$ cat config.mk
export PLATFORM = sky130hd
export DESIGN_NAME = fetch_unit_flat
export DESIGN_NICKNAME = d
export VERILOG_FILES = /design/src/rtl/fetch_unit_if.sv /design/src/rtl/fetch_unit.sv /design/src/flat_wrapper.sv
export SDC_FILE = /design/constraint.sdc
export NUM_CORES = 1
export LEC_CHECK = 0
export ABC_AREA = 1
export ABC_CLOCK_PERIOD_IN_PS = 2350
export CAP_MARGIN = 20
export CELL_PAD_IN_SITES_DETAIL_PLACEMENT = 1
export CELL_PAD_IN_SITES_GLOBAL_PLACEMENT = 1
export CORE_ASPECT_RATIO = 1.25
export CORE_MARGIN = 2
export CORE_UTILIZATION = 38
export CTS_BUF_LIST = sky130_fd_sc_hd__clkbuf_4 sky130_fd_sc_hd__clkbuf_8
export CTS_CLUSTER_SIZE = 10
export DETAILED_ROUTE_END_ITERATION = 10
export GPL_TIMING_DRIVEN = 0
export PLACE_DENSITY_LB_ADDON = 0.2
export SLEW_MARGIN = 0
export SYNTH_ARGS = -nofsm -noshare
export SYNTH_HDL_FRONTEND = slang
export SYNTH_SLANG_ARGS = --single-unit
export TNS_END_PERCENT = 5
$ cat constraint.sdc
create_clock -name clk -period 2.35 [get_ports clk]
set_clock_uncertainty 0.05 [all_clocks]
set_input_delay 0.47 -clock clk [delete_from_list [all_inputs] [get_ports clk]]
set_output_delay 0.47 -clock clk [all_outputs]
set_load 0.005 [all_outputs]
$ cat src/rtl/fetch_unit_if.sv
`default_nettype none
// +----------------------------------------------------------------------+
// | Module   : fetch_unit_if                                             |
// | Purpose  : Instruction-memory request/response bus plus the IF/ID    |
// |            delivery port (valid/instr/pc with decode stall).         |
// | Revision : 1.0  initial release                                      |
// +----------------------------------------------------------------------+
interface fetch_unit_if #(
  parameter int PC_WIDTH    = 16,
  parameter int INSTR_WIDTH = 32
);
  logic                   imem_req;
  logic [PC_WIDTH-1:0]    imem_addr;
  logic                   imem_ready;
  logic [INSTR_WIDTH-1:0] imem_rdata;
  logic                   stall;
  logic                   if_valid;
  logic [INSTR_WIDTH-1:0] if_instr;
  logic [PC_WIDTH-1:0]    if_pc;

  // Fetch-unit side
  modport master (
    output imem_req, imem_addr,
    input  imem_ready, imem_rdata,
    input  stall,
    output if_valid, if_instr, if_pc
  );

  // Memory / decode side
  modport slave (
    input  imem_req, imem_addr,
    output imem_ready, imem_rdata,
    output stall,
    input  if_valid, if_instr, if_pc
  );
endinterface
`default_nettype wire

$ cat src/rtl/fetch_unit.sv
`default_nettype none
// +----------------------------------------------------------------------+
// | Module   : fetch_unit                                                |
// | Purpose  : Owns the PC, issues single-outstanding instruction        |
// |            fetches, handles branch/jump-register redirects with      |
// |            stale-response dropping, and delivers instructions to     |
// |            decode through an IF/ID register backed by a 1-entry skid.|
// | Revision : 1.0  initial release                                      |
// +----------------------------------------------------------------------+
module fetch_unit #(
  parameter int                   PC_WIDTH    = 16,
  parameter int                   INSTR_WIDTH = 32,
  parameter logic [PC_WIDTH-1:0]  RESET_PC    = '0
) (
  input  wire logic                clk,
  input  wire logic                reset,
  input  wire logic [1:0]          muxc5,
  input  wire logic [PC_WIDTH-1:0] ex_pc,
  input  wire logic [PC_WIDTH-1:0] br_offset,
  input  wire logic [PC_WIDTH-1:0] jr_target,
  fetch_unit_if.master             bus
);

  localparam logic [PC_WIDTH-1:0] PC_ONE = {{(PC_WIDTH-1){1'b0}}, 1'b1};

  typedef enum logic [1:0] {
    IDLE = 2'd0,  // nothing outstanding
    REQ  = 2'd1,  // waiting for a live response
    DROP = 2'd2   // waiting for a response that must be discarded
  } state_t;

  state_t                 state, state_nxt;
  logic [PC_WIDTH-1:0]    pc, pc_nxt;
  logic [PC_WIDTH-1:0]    addr, addr_nxt;
  logic                   ifv, ifv_nxt;
  logic [INSTR_WIDTH-1:0] ifi, ifi_nxt;
  logic [PC_WIDTH-1:0]    ifp, ifp_nxt;
  logic                   skv, skv_nxt;
  logic [INSTR_WIDTH-1:0] ski, ski_nxt;
  logic [PC_WIDTH-1:0]    skp, skp_nxt;

  logic                   redirect;
  logic [PC_WIDTH-1:0]    target;
  logic                   to_ifid;
  logic                   capture;

  // Redirect decode; code 11 is reserved and behaves as sequential
  always_comb begin
    redirect = (muxc5 == 2'b01) || (muxc5 == 2'b10);
    target   = (muxc5 == 2'b10) ? jr_target : (ex_pc + br_offset + PC_ONE);
    // A response may land in IF/ID when it is empty or being consumed
    to_ifid  = !ifv || !bus.stall;
  end

  // Next-state, PC, request and IF/ID/skid update logic
  always_comb begin
    state_nxt = state;
    pc_nxt    = pc;
    addr_nxt  = addr;
    ifv_nxt   = ifv;
    ifi_nxt   = ifi;
    ifp_nxt   = ifp;
    skv_nxt   = skv;
    ski_nxt   = ski;
    skp_nxt   = skp;
    capture   = 1'b0;

    case (state)
      IDLE: begin
        if (redirect) begin
          pc_nxt = target;
        end else if (!skv) begin
          addr_nxt  = pc;
          state_nxt = REQ;
        end
      end
      REQ: begin
        if (redirect) begin
          // With a simultaneous response the data is simply discarded
          pc_nxt    = target;
          state_nxt = bus.imem_ready ? IDLE : DROP;
        end else if (bus.imem_ready) begin
          capture = 1'b1;
          pc_nxt  = addr + PC_ONE;
          if (to_ifid) begin
            // Skid stays empty, so the next fetch goes out back-to-back
            addr_nxt  = addr + PC_ONE;
            state_nxt = REQ;
          end else begin
            state_nxt = IDLE;
          end
        end
      end
      DROP: begin
        if (redirect) begin
          pc_nxt = target;
        end
        if (bus.imem_ready) begin
          state_nxt = IDLE;
        end
      end
      default: state_nxt = IDLE;
    endcase

    // Redirect flushes everything; otherwise capture, drain skid, or consume
    if (redirect) begin
      ifv_nxt = 1'b0;
      skv_nxt = 1'b0;
    end else if (capture) begin
      if (to_ifid) begin
        ifv_nxt = 1'b1;
        ifi_nxt = bus.imem_rdata;
        ifp_nxt = addr;
      end else begin
        skv_nxt = 1'b1;
        ski_nxt = bus.imem_rdata;
        skp_nxt = addr;
      end
    end else if (skv && !bus.stall) begin
      ifv_nxt = 1'b1;
      ifi_nxt = ski;
      ifp_nxt = skp;
      skv_nxt = 1'b0;
    end else if (!bus.stall) begin
      ifv_nxt = 1'b0;
    end
  end

  // State and datapath registers with synchronous reset
  always_ff @(posedge clk) begin
    if (reset) begin
      state <= IDLE;
      pc    <= RESET_PC;
      addr  <= RESET_PC;
      ifv   <= 1'b0;
      ifi   <= '0;
      ifp   <= '0;
      skv   <= 1'b0;
      ski   <= '0;
      skp   <= '0;
    end else begin
      state <= state_nxt;
      pc    <= pc_nxt;
      addr  <= addr_nxt;
      ifv   <= ifv_nxt;
      ifi   <= ifi_nxt;
      ifp   <= ifp_nxt;
      skv   <= skv_nxt;
      ski   <= ski_nxt;
      skp   <= skp_nxt;
    end
  end

  assign bus.imem_req  = (state == REQ) || (state == DROP);
  assign bus.imem_addr = addr;
  assign bus.if_valid  = ifv;
  assign bus.if_instr  = ifi;
  assign bus.if_pc     = ifp;

endmodule
`default_nettype wire

$ cat src/flat_wrapper.sv
// flat-port wrapper written by rule: the top's interface ports become plain ports
module fetch_unit_flat 
#(
  parameter int                   PC_WIDTH    = 16,
  parameter int                   INSTR_WIDTH = 32,
  parameter logic [PC_WIDTH-1:0]  RESET_PC    = '0
)
  (clk, reset, muxc5, ex_pc, br_offset, jr_target, bus_imem_req, bus_imem_addr, bus_imem_ready, bus_imem_rdata, bus_stall, bus_if_valid, bus_if_instr, bus_if_pc);
  fetch_unit_if #(.PC_WIDTH(PC_WIDTH), .INSTR_WIDTH(INSTR_WIDTH)) bus_i ();
  input  wire logic clk;
  input  wire logic reset;
  input  wire logic [1:0] muxc5;
  input  wire logic [PC_WIDTH-1:0] ex_pc;
  input  wire logic [PC_WIDTH-1:0] br_offset;
  input  wire logic [PC_WIDTH-1:0] jr_target;
  output wire logic [$bits(bus_i.imem_req)-1:0] bus_imem_req;
  output wire logic [$bits(bus_i.imem_addr)-1:0] bus_imem_addr;
  input wire logic [$bits(bus_i.imem_ready)-1:0] bus_imem_ready;
  input wire logic [$bits(bus_i.imem_rdata)-1:0] bus_imem_rdata;
  input wire logic [$bits(bus_i.stall)-1:0] bus_stall;
  output wire logic [$bits(bus_i.if_valid)-1:0] bus_if_valid;
  output wire logic [$bits(bus_i.if_instr)-1:0] bus_if_instr;
  output wire logic [$bits(bus_i.if_pc)-1:0] bus_if_pc;
  assign bus_imem_req = bus_i.imem_req;
  assign bus_imem_addr = bus_i.imem_addr;
  assign bus_i.imem_ready = bus_imem_ready;
  assign bus_i.imem_rdata = bus_imem_rdata;
  assign bus_i.stall = bus_stall;
  assign bus_if_valid = bus_i.if_valid;
  assign bus_if_instr = bus_i.if_instr;
  assign bus_if_pc = bus_i.if_pc;
  fetch_unit #(.PC_WIDTH(PC_WIDTH), .INSTR_WIDTH(INSTR_WIDTH), .RESET_PC(RESET_PC)) u_core (.clk(clk), .reset(reset), .muxc5(muxc5), .ex_pc(ex_pc), .br_offset(br_offset), .jr_target(jr_target), .bus(bus_i));
endmodule
## After elaboration in Yosys (flattened, before gate mapping)

Cells that the tools add are included.

| word-level totals | value |
|---|---|
| register bits | 132 |
| input bits | 86 |
| bits in read-only memories | 0 |
| latch bits | 0 |
| memory bits (writable) | 0 |
| memories | 0 |
| logic and storage cells | 83 |
| output and inout bits | 66 |

| cells by class | value |
|---|---|
| add/subtract/negate cells | 3 |
| shift operators | 0 |
| reductions and logical operators | 19 |
| multiplexer cells | 35 |
| equal/unequal tests | 15 |
| magnitude comparators | 0 |
| bitwise operators | 2 |
| divide/modulo/power cells | 0 |
| multiply operators | 0 |

Operators with widths:

| cell | number |
|---|---|
| 16-bit 2-to-1 mux | 12 |
| 32-bit 2-to-1 mux | 3 |
| 16-bit one-hot mux with 2 select lines | 2 |
| 16-bit by 1-bit adder with 16-bit output, second input constant | 2 |
| 16-bit adder | 1 |
| 2-bit 2-to-1 mux | 6 |
| 2-bit inequality test, second input constant | 6 |
| 1-bit 2-to-1 mux | 11 |
| 3-bit AND reduction | 3 |
| 2-bit by 1-bit inequality test with 1-bit output, second input constant | 3 |
| 2-bit one-hot mux with 3 select lines | 1 |
| 6-bit AND reduction | 1 |
| 2-bit nonzero test | 3 |
| 2-bit by 1-bit equality test with 1-bit output, second input constant | 2 |
| 2-bit equality test, second input constant | 2 |
| 2-bit AND reduction | 2 |
| 4-bit AND reduction | 1 |
| 2-bit OR reduction | 2 |
| 1-bit logical OR | 3 |
| 3-bit by 1-bit inequality test with 1-bit output, second input constant | 1 |
| 3-bit by 2-bit inequality test with 1-bit output, second input constant | 1 |
| 1-bit logical NOT | 2 |
| 2-bit logical NOT | 1 |
| 1-bit inverter | 2 |
| 1-bit logical AND | 1 |

## Longest topological paths before layout

Gate-level depths: netlist of run 1.

| logic depth | value |
|---|---|
| depth after elaboration | 6 |
| gate-level depth with buffers | 15 |
| depth with buffers taken out | 15 |

## Least setup slack after synthesis of run 1

No wires, ideal clock.

| path | value |
|---|---|
| path type | input -> register |
| start point | input ex_pc[0] |
| end point | register u_core.pc[6] |
| path slack | 0.342 ns |
| buffers on the path | 0 |
| required time | 2.178 ns |
| library setup time | 0.122 ns |
| cell stages on the path | 13 |
| arrival | 1.837 ns |
| cell sequence | inv_1 > ha_1 > inv_1 > fa_1 > nand2_1 > nand2_1 > nand3_1 > nand2_1 > or2_2 > nand3_1 > nand2_1 > o21ai_0 > a21oi_1 |

| on the way | value |
|---|---|
| longest elaborated chain between the ends | 5 |
| elaborated cells between the ends (all ways) | 6 |
| those cells by class | add/sub (2); mux (4) |

RTL lines:

| item | line | text |
|---|---|---|
| start, declared | flat_wrapper.sv:13 | `input wire logic [PC_WIDTH-1:0] ex_pc;` |
| 16-bit adder (*) | fetch_unit.sv:50 | `target = (muxc5 == 2'b10) ? jr_target : (ex_pc + br_offset + PC_ONE);` |
| 16-bit by 1-bit adder with 16-bit output (*) | fetch_unit.sv:50 |  |
| 16-bit 2-to-1 mux (*) | fetch_unit.sv:50 |  |
| 16-bit 2-to-1 mux, on equally long branches | fetch_unit.sv:70, fetch_unit.sv:95, fetch_unit.sv:78 |  |
| 16-bit one-hot mux with 2 select lines (*) | fetch_unit.sv:68 | `case (state)` |
| end signal, assigned | fetch_unit.sv:143 | `pc <= pc_nxt;` |
| end, declared | fetch_unit.sv:33 | `logic [PC_WIDTH-1:0] pc, pc_nxt;` |

Mark *: on every way between the ends. The rest lies on a longest branch, timed or not. The select of a mux whose other input is x is not followed.
A chain may end at the register's enable or synchronous reset.

## Final worst setup path of run 1

| path | value |
|---|---|
| start point | input muxc5[0] |
| end point | register u_core.ski[22] |

| on the way | value |
|---|---|
| longest elaborated chain between the ends | 5 |
| elaborated cells between the ends (all ways) | 7 |
| those cells by class | eq/ne (2); mux (2); bitwise (1); reduce/logical (2) |

RTL lines:

| item | line | text |
|---|---|---|
| start, declared | flat_wrapper.sv:12 | `input wire logic [1:0] muxc5;` |
| 2-bit by 1-bit equality test with 1-bit output / 2-bit equality test (equally long branches) | fetch_unit.sv:49 | `redirect = (muxc5 == 2'b01) \|\| (muxc5 == 2'b10);` |
| 1-bit logical OR (*) | fetch_unit.sv:49 |  |
| 1-bit 2-to-1 mux | fetch_unit.sv:78 | `if (redirect) begin` |
| 1-bit 2-to-1 mux | fetch_unit.sv:68 |  |
| 3-bit AND reduction (no source line) (*) | -- |  |
| end signal, assigned | fetch_unit.sv:149 | `ski <= ski_nxt;` |
| end, declared | fetch_unit.sv:39 | `logic [INSTR_WIDTH-1:0] ski, ski_nxt;` |

Mark *: on every way between the ends. The rest lies on a longest branch, timed or not.

==> summary.md, run 1 <==
| Metric | Value |
|---|---|
| Outcome | `finished, final reports clean` |
| Die H | `157 um` |
| Reg power frac | `36.3%` |
| Starting Density | `38.4%` |
| Post-synth cell types | `39` |
| Clock Sinks | `132` |
| Skew-Pair Late Insertion Delay | `0.44 ns` |
| Root Buffer | `clkbuf_8` |
| Setup WS post-layout | `0.0498 ns` |
| First-pass GRT wire length | `36.8 mm` |
| DR vias/cell | `5.08` |
| Pre-CTS setup slack | `-0.429 ns` |
| Clock Pin Slew Worst Setup and Hold Paths | `0.08 ns` |
| Min Tclk post-route | `2.30 ns` |
| Worst min path class | `reg2reg` |
| CTS tree | `built` |
| Syn avg cell area | `7.13 sq um` |
| Worst Hold Path EP | `u_core.pc[10]` |
| Core area | `0.0186 sq mm` |
| Worst slew pin tran | `0.641 ns` |
| Global route overflow | `0` |
| Kind of critical path | `in2reg` |
| Hold Fails Final Rpt | `0` |
| Die width | `127 um` |
| CTS max path bufs | `2` |
| FF-to-FF setup slack | `0.27 ns` |
| Critical Path Fanout Max | `10` |
| Gr usage total | `22.7%` |
| Row count | `56` |
| H-tree Lvls | `4` |
| Register area share after synthesis | `37.1%` |
| Clock share of power | `27.6%` |
| Final setup viols | `0` |
| Max Slew Vio Count | `0` |
| Hold wc startpoint | `u_core.pc[10]` |
| Initial DRC count | `237` |
| Area growth from synthesis to layout | `31.6%` |
| Leakage | `3.98 nW` |
| DR pass1 iterations | `4` |
| Hold depth | `2` |
| Die area | `0.0199 sq mm` |
| Critical Path End Type | `flop` |
| Commonest non-fill, non-tap cell in the layout | `nand2_1` |
| Pin count of the biggest net entering global routing | `17` |
| Max-cap violations | `0` |
| Synth Register Bits | `132` |
| Max Clk Rate | `435 MHz` |
| Reg2reg end | `u_core.ski[22]` |
| Initial antenna violation count | `0` |
| Worst EP arrival | `2.55 ns` |
| Final instance area | `0.00938 sq mm` |
| Comb pwr share | `36.1%` |
| R2r startpoint | `u_core.state[1]` |
| Post-CTS Hold Buffers | `0` |
| Num ports | `152` |
| CTS Buf Count | `17` |
| Sw Pwr | `2.81 mW` |
| Syn_nets | `1108` |
| Vias | `7179` |
| Setup repair bufs after CTS | `0` |
| Switching share of power | `36.4%` |
| Gate Count Post-Synth | `1000` |
| DRC viols | `0` |
| Nets | `1278` |
| Peak supply drop | `307 uV` |
| Fill count | `2379` |
| RSZ-0062 raised after global routing | `yes` |
| Final setup TNS | `0 ns` |
| Post-Route Utilization | `50.5%` |
| Int Power | `4.91 mW` |
| WL final | `21.9 mm` |
| Yosys Warn Count | `0` |
| Antenna Cells | `0` |
| Dpl hpwl | `17.4 mm` |
| Period utilization | `97.9%` |
| Vias in the first global route | `7517` |
| Post-route ant nets | `0` |
| Max_slew headroom | `57.3%` |
| Synthesized area | `0.00713 sq mm` |
| Startpoint types | `input port` |
| GPL Wtd Cong | `0.903` |
| Wirelength per Cell | `15.5 um` |
| Power Dens Cells | `823 mW/mm^2` |
| Placed Area | `0.00893 sq mm` |
| Worst endpoint required time | `2.59 ns` |
| Cells on worst reg2reg path | `8` |
| Fraction of layout instances using a drive strength above 1 | `9.56%` |
| Overall power | `7.72 mW` |
| Most frequent cells in the layout | `nand2_1, nor2_1, clkdlybuf4s50_1, dfxtp_1, inv_1` |
| # port buffers | `151` |
layout make-up:
cell class                      count  area (sq um)  share of cell area (%)
Buffer                             60           320                    3.42
Timing Repair Buffer              151          1510                    16.1
Clock buffer                       19           262                    2.79
Sequential cell                   132          2640                    28.2
Clock inverter                     12           179                    1.91
Tap cell                          232           290                    3.09
Multi-Input combinational cell    688          3720                    39.7
Inverter                          120           450                    4.80
power groups by stage:
stage               Clock [mW]  Combinational, mW  Sequential (mW)
floorplan                    0               1.69             2.80
global placement             0               2.74             2.84
detailed placement           0               2.79             2.85
CTS                       2.17               2.82             2.81
global route              2.25               3.15             2.85
finish                    2.13               2.79             2.80
synthesized netlist by cell type, drive strengths merged:
library cell	count	share of area (%)
o211ai	4	0.42
nand4	7	0.61
ha	21	3.7
nor3	14	1.2
a21oi	58	4.1
and2	1	0.088
inv	119	6.3
nor2	172	9.2
clkinv	1	0.053
clkbuf	28	1.5
xor2	7	0.86
nand2	172	9.1
xnor2	3	0.37
o21a	1	0.11
o22ai	1	0.088
or2	5	0.44
nand3	32	2.4
nand3b	2	0.21
a211oi	97	12
a221oi	4	0.49
fa	1	0.28
dfxtp	132	37
buf	32	3.0
o21ai	82	5.8
a31oi	4	0.35
registers in the layout, indices dropped and copies added (netlist names):
| register | flops |
|---|---|
| u_core.pc | 16 |
| u_core.bus.imem_addr | 16 |
| u_core.bus.if_pc | 16 |
| u_core.skv | 1 |
| u_core.skp | 16 |
| u_core.state | 2 |
| u_core.ski | 32 |
| u_core.bus.if_valid | 1 |
| u_core.bus.if_instr | 32 |
metrics by stage:
| step | hold slack (ns) | std cells |
|---|---|---|
| 2_1_floorplan | 0.389 | 1000 |
| 3_3_place_gp | 0.403 | 1383 |
| 3_5_place_dp | 0.408 | 1383 |
| 4_1_cts | 0.420 | 1414 |
| 5_1_grt | 0.439 | 1414 |
| 6_report | 0.423 | 1414 |
cell families after synthesis:
kind of cell    count (synthesis)  synth area share (%)
xor+xnor                       10                  1.23
compound gates                251                  23.7
fa+ha+maj                      22                  3.97
flops                         132                  37.1
buf+inv                       180                  10.8
simple gates                  405                  23.3
per-layer routing:
layer	GRT usage [%]	routed length [um]	vias up
li1	-	-	3648
met1	24.0	8580	3339
met2	44.6	11900	158
met3	4.28	851	34
met4	7.80	526	0
met5	0	0	-
how the worst max path moves through the flow:
stage / to / slack (ns) / from / cells past startpoint
after global routing: u_core.ski[28] / -0.07 / muxc5[0] / 9
after detailed placement: u_core.bus.imem_addr[9] / -0.43 / muxc5[0] / 11
after floorplan: u_core.pc[6] / 0.34 / ex_pc[0] / 13
after CTS: u_core.bus.imem_addr[9] / 0.03 / muxc5[0] / 11
final: u_core.ski[22] / 0.05 / muxc5[0] / 9
after global placement: u_core.ski[4] / -0.42 / muxc5[0] / 9
critical path, stage by stage:
cell and delay, ns:
clkdlybuf4s50_1 0.45, inv_1 0.04, ha_1 0.26, buf_4 0.17, nand3_4 0.16, nor2_2 0.30
buf_2 0.30, buf_2 0.28, a211oi_1 0.12
what timing repair did:
| action | in CTS | in global routing |
|---|---|---|
| endpoints found under the setup margin | 0 | 80 |
| resized for setup | 0 | 9 |
| endpoints found under the hold margin | 0 | 0 |
(Power assumes the default switching activity.)
==> run 2, diff against run 1 <==
CORE_MARGIN = 8   (was 2)
==> run 2 against run 1 <==
Via count is 0.13% lower; sequential share of layout area hardly changed; register-to-register slack worse by 0.02 ns; cell count stayed put; non-clock buffer count is 1 lower; first-iteration DRC count is 17% lower; global-route usage is 3.0 points lower; wire length is 6.0% higher; combinational power hardly changed; total power is 0.61% lower; maximum frequency is 1.6% higher; die area is 18% higher; largest cell class unchanged.
==> summary.md, run 2 (same netlist as run 1, synthesis figures left out) <==
| Metric | Value |
|---|---|
| Final setup TNS | `0 ns (unchanged)` |
| Area growth from synthesis to layout | `31.5% (was 31.6%)` |
| Startpoint types | `input port (unchanged)` |
| Fraction of layout instances using a drive strength above 1 | `9.56% (unchanged)` |
| Worst endpoint required time | `2.62 ns (was 2.59 ns)` |
| # port buffers | `151 (unchanged)` |
| Nets | `1277 (was 1278)` |
| First-pass GRT wire length | `38.5 mm (was 36.8 mm)` |
| Post-route ant nets | `0 (unchanged)` |
| Sw Pwr | `2.82 mW (was 2.81 mW)` |
| Period utilization | `96.4% (was 97.9%)` |
| Hold depth | `2 (unchanged)` |
| FF-to-FF setup slack | `0.25 ns (was 0.27 ns)` |
| Starting Density | `38.4% (unchanged)` |
| Clock Pin Slew Worst Setup and Hold Paths | `0.07 ns (was 0.08 ns)` |
| Cells on worst reg2reg path | `8 (unchanged)` |
| CTS max path bufs | `2 (unchanged)` |
| Reg power frac | `36.5% (was 36.3%)` |
| RSZ-0062 raised after global routing | `yes (unchanged)` |
| Wirelength per Cell | `16.4 um (was 15.5 um)` |
| Root Buffer | `clkbuf_8 (unchanged)` |
| Worst slew pin tran | `0.674 ns (was 0.641 ns)` |
| Initial DRC count | `197 (was 237)` |
| Max Slew Vio Count | `0 (unchanged)` |
| DRC viols | `0 (unchanged)` |
| Most frequent cells in the layout | `nand2_1, nor2_1, clkdlybuf4s50_1, dfxtp_1, inv_1 (unchanged)` |
| Hold wc startpoint | `u_core.pc[10] (unchanged)` |
| Switching share of power | `36.8% (was 36.4%)` |
| DR vias/cell | `5.07 (was 5.08)` |
| GPL Wtd Cong | `0.884 (was 0.903)` |
| Comb pwr share | `36.5% (was 36.1%)` |
| Min Tclk post-route | `2.26 ns (was 2.30 ns)` |
| H-tree Lvls | `4 (unchanged)` |
| Power Dens Cells | `818 mW/mm^2 (was 823 mW/mm^2)` |
| Kind of critical path | `in2reg (unchanged)` |
| Vias | `7170 (was 7179)` |
| Antenna Cells | `0 (unchanged)` |
| Peak supply drop | `376 uV (was 307 uV)` |
| Leakage | `3.96 nW (was 3.98 nW)` |
| CTS Buf Count | `17 (unchanged)` |
| Dpl hpwl | `18.4 mm (was 17.4 mm)` |
| Final setup viols | `0 (unchanged)` |
| Worst min path class | `reg2reg (unchanged)` |
| Die area | `0.0234 sq mm (was 0.0199 sq mm)` |
| Skew-Pair Late Insertion Delay | `0.44 ns (about the same)` |
| Worst Hold Slack | `0.419 ns (was 0.423 ns)` |
| Critical Path Fanout Max | `19 (was 10)` |
| Gr usage total | `19.8% (was 22.7%)` |
| Critical Path End Type | `flop (unchanged)` |
| Post-Route Utilization | `50.5% (about the same)` |
| Clock share of power | `27.0% (was 27.6%)` |
| Max Clk Rate | `442 MHz (was 435 MHz)` |
| Die H | `169 um (was 157 um)` |
| Global route overflow | `0 (unchanged)` |
| Die width | `139 um (was 127 um)` |
| Worst EP arrival | `2.54 ns (was 2.55 ns)` |
| Clock Sinks | `132 (unchanged)` |
| Reg2reg end | `u_core.bus.if_pc[15] (was u_core.ski[22])` |
| Hold Fails Final Rpt | `0 (unchanged)` |
| Initial antenna violation count | `0 (unchanged)` |
| CP startpoint | `muxc5[0] (unchanged)` |
| Post-CTS Hold Buffers | `0 (unchanged)` |
| Max_slew headroom | `55.1% (was 57.3%)` |
| Setup repair bufs after CTS | `0 (unchanged)` |
| WL final | `23.2 mm (was 21.9 mm)` |
| Core area | `0.0186 sq mm (unchanged)` |
| Int Power | `4.85 mW (was 4.91 mW)` |
| Vias in the first global route | `7723 (was 7517)` |
| Pin count of the biggest net entering global routing | `20 (was 17)` |
| Outcome | `finished, final reports clean (unchanged)` |
| DR pass1 iterations | `5 (was 4)` |
| CTS tree | `built (unchanged)` |
| Worst Hold Path EP | `u_core.pc[10] (unchanged)` |
| Num ports | `152 (unchanged)` |
| Row count | `56 (unchanged)` |
| Max-cap violations | `0 (unchanged)` |
| R2r startpoint | `u_core.state[1] (unchanged)` |
==> run 2: cell count changes in the layout (fill, tap and decap cells not counted), moves of 2 or more <==
| cell | delta |
|---|---|
| buf_4 | -2 |
| buf_6 | +2 |
| clkinv_4 | -3 |
| o21ai_1 | -3 |
| o21ai_0 | +3 |
| clkinvlp_4 | +3 |
==> run 2: worst max-delay path by stage <==
stage	end	slack, ns	depth (start not counted)
4_1_cts	u_core.ski[3]	0.004	9
5_1_grt	u_core.bus.if_pc[15]	-0.04	9
3_5_place_dp	u_core.ski[3]	-0.46	9
2_1_floorplan	u_core.pc[6]	0.34	13
6_report	u_core.bus.if_pc[15]	0.09	9
3_3_place_gp	u_core.ski[29]	-0.43	9
==> run 2: repair_timing <==
action	4_1_cts	5_1_grt
setup endpoints to repair	2	61
gates resized for setup	1	6
hold endpoints to repair	0	0
pin swaps	0	1
==> run 2: final cells by class <==
class | instances | area (sq um)
fill | 2358 | 9190
tap | 232 | 290
clock inverter | 11 | 149
timing repair buffer | 151 | 1510
multi-input combinational | 688 | 3730
buffer | 59 | 323
inverter | 120 | 450
sequential | 132 | 2640
clock buffer | 21 | 283
==> run 2: routing by layer <==
metal / track usage, % / up-vias / wire [um]
li1: - / 3636 / -
met1: 20.0 / 3356 / 9310
met2: 37.8 / 145 / 12200
met3: 4.90 / 33 / 1030
met4: 8.24 / 0 / 650
met5: 0 / - / 0
==> run 2: power groups by stage <==
stage               Sequential, mW  Combinational [mW]  Clock, mW
global route                  2.85                3.16       2.20
global placement              2.84                2.75          0
detailed placement            2.85                2.81          0
finish                        2.80                2.80       2.07
floorplan                     2.80                1.69          0
CTS                           2.80                2.84       2.10
==> run 2: per-stage QoR <==
step	total power, mW	worst slack (ns)	std cells	area (sq um)
floorplan	4.49	0.342	1000	7130
global placement	5.59	-0.430	1383	8930
detailed placement	5.66	-0.461	1383	8930
CTS	7.75	0.00414	1414	9360
global route	8.20	-0.0438	1414	9380
finish	7.67	0.0856	1414	9380
==> run 2: worst max-delay path: stages <==
cell	delay [ns]
clkdlybuf4s50_1	0.45
inv_1	0.04
ha_1	0.27
buf_4	0.17
nand3_4	0.16
buf_4	0.26
clkbuf_1	0.27
a211oi_1	0.36
nor2_1	0.07
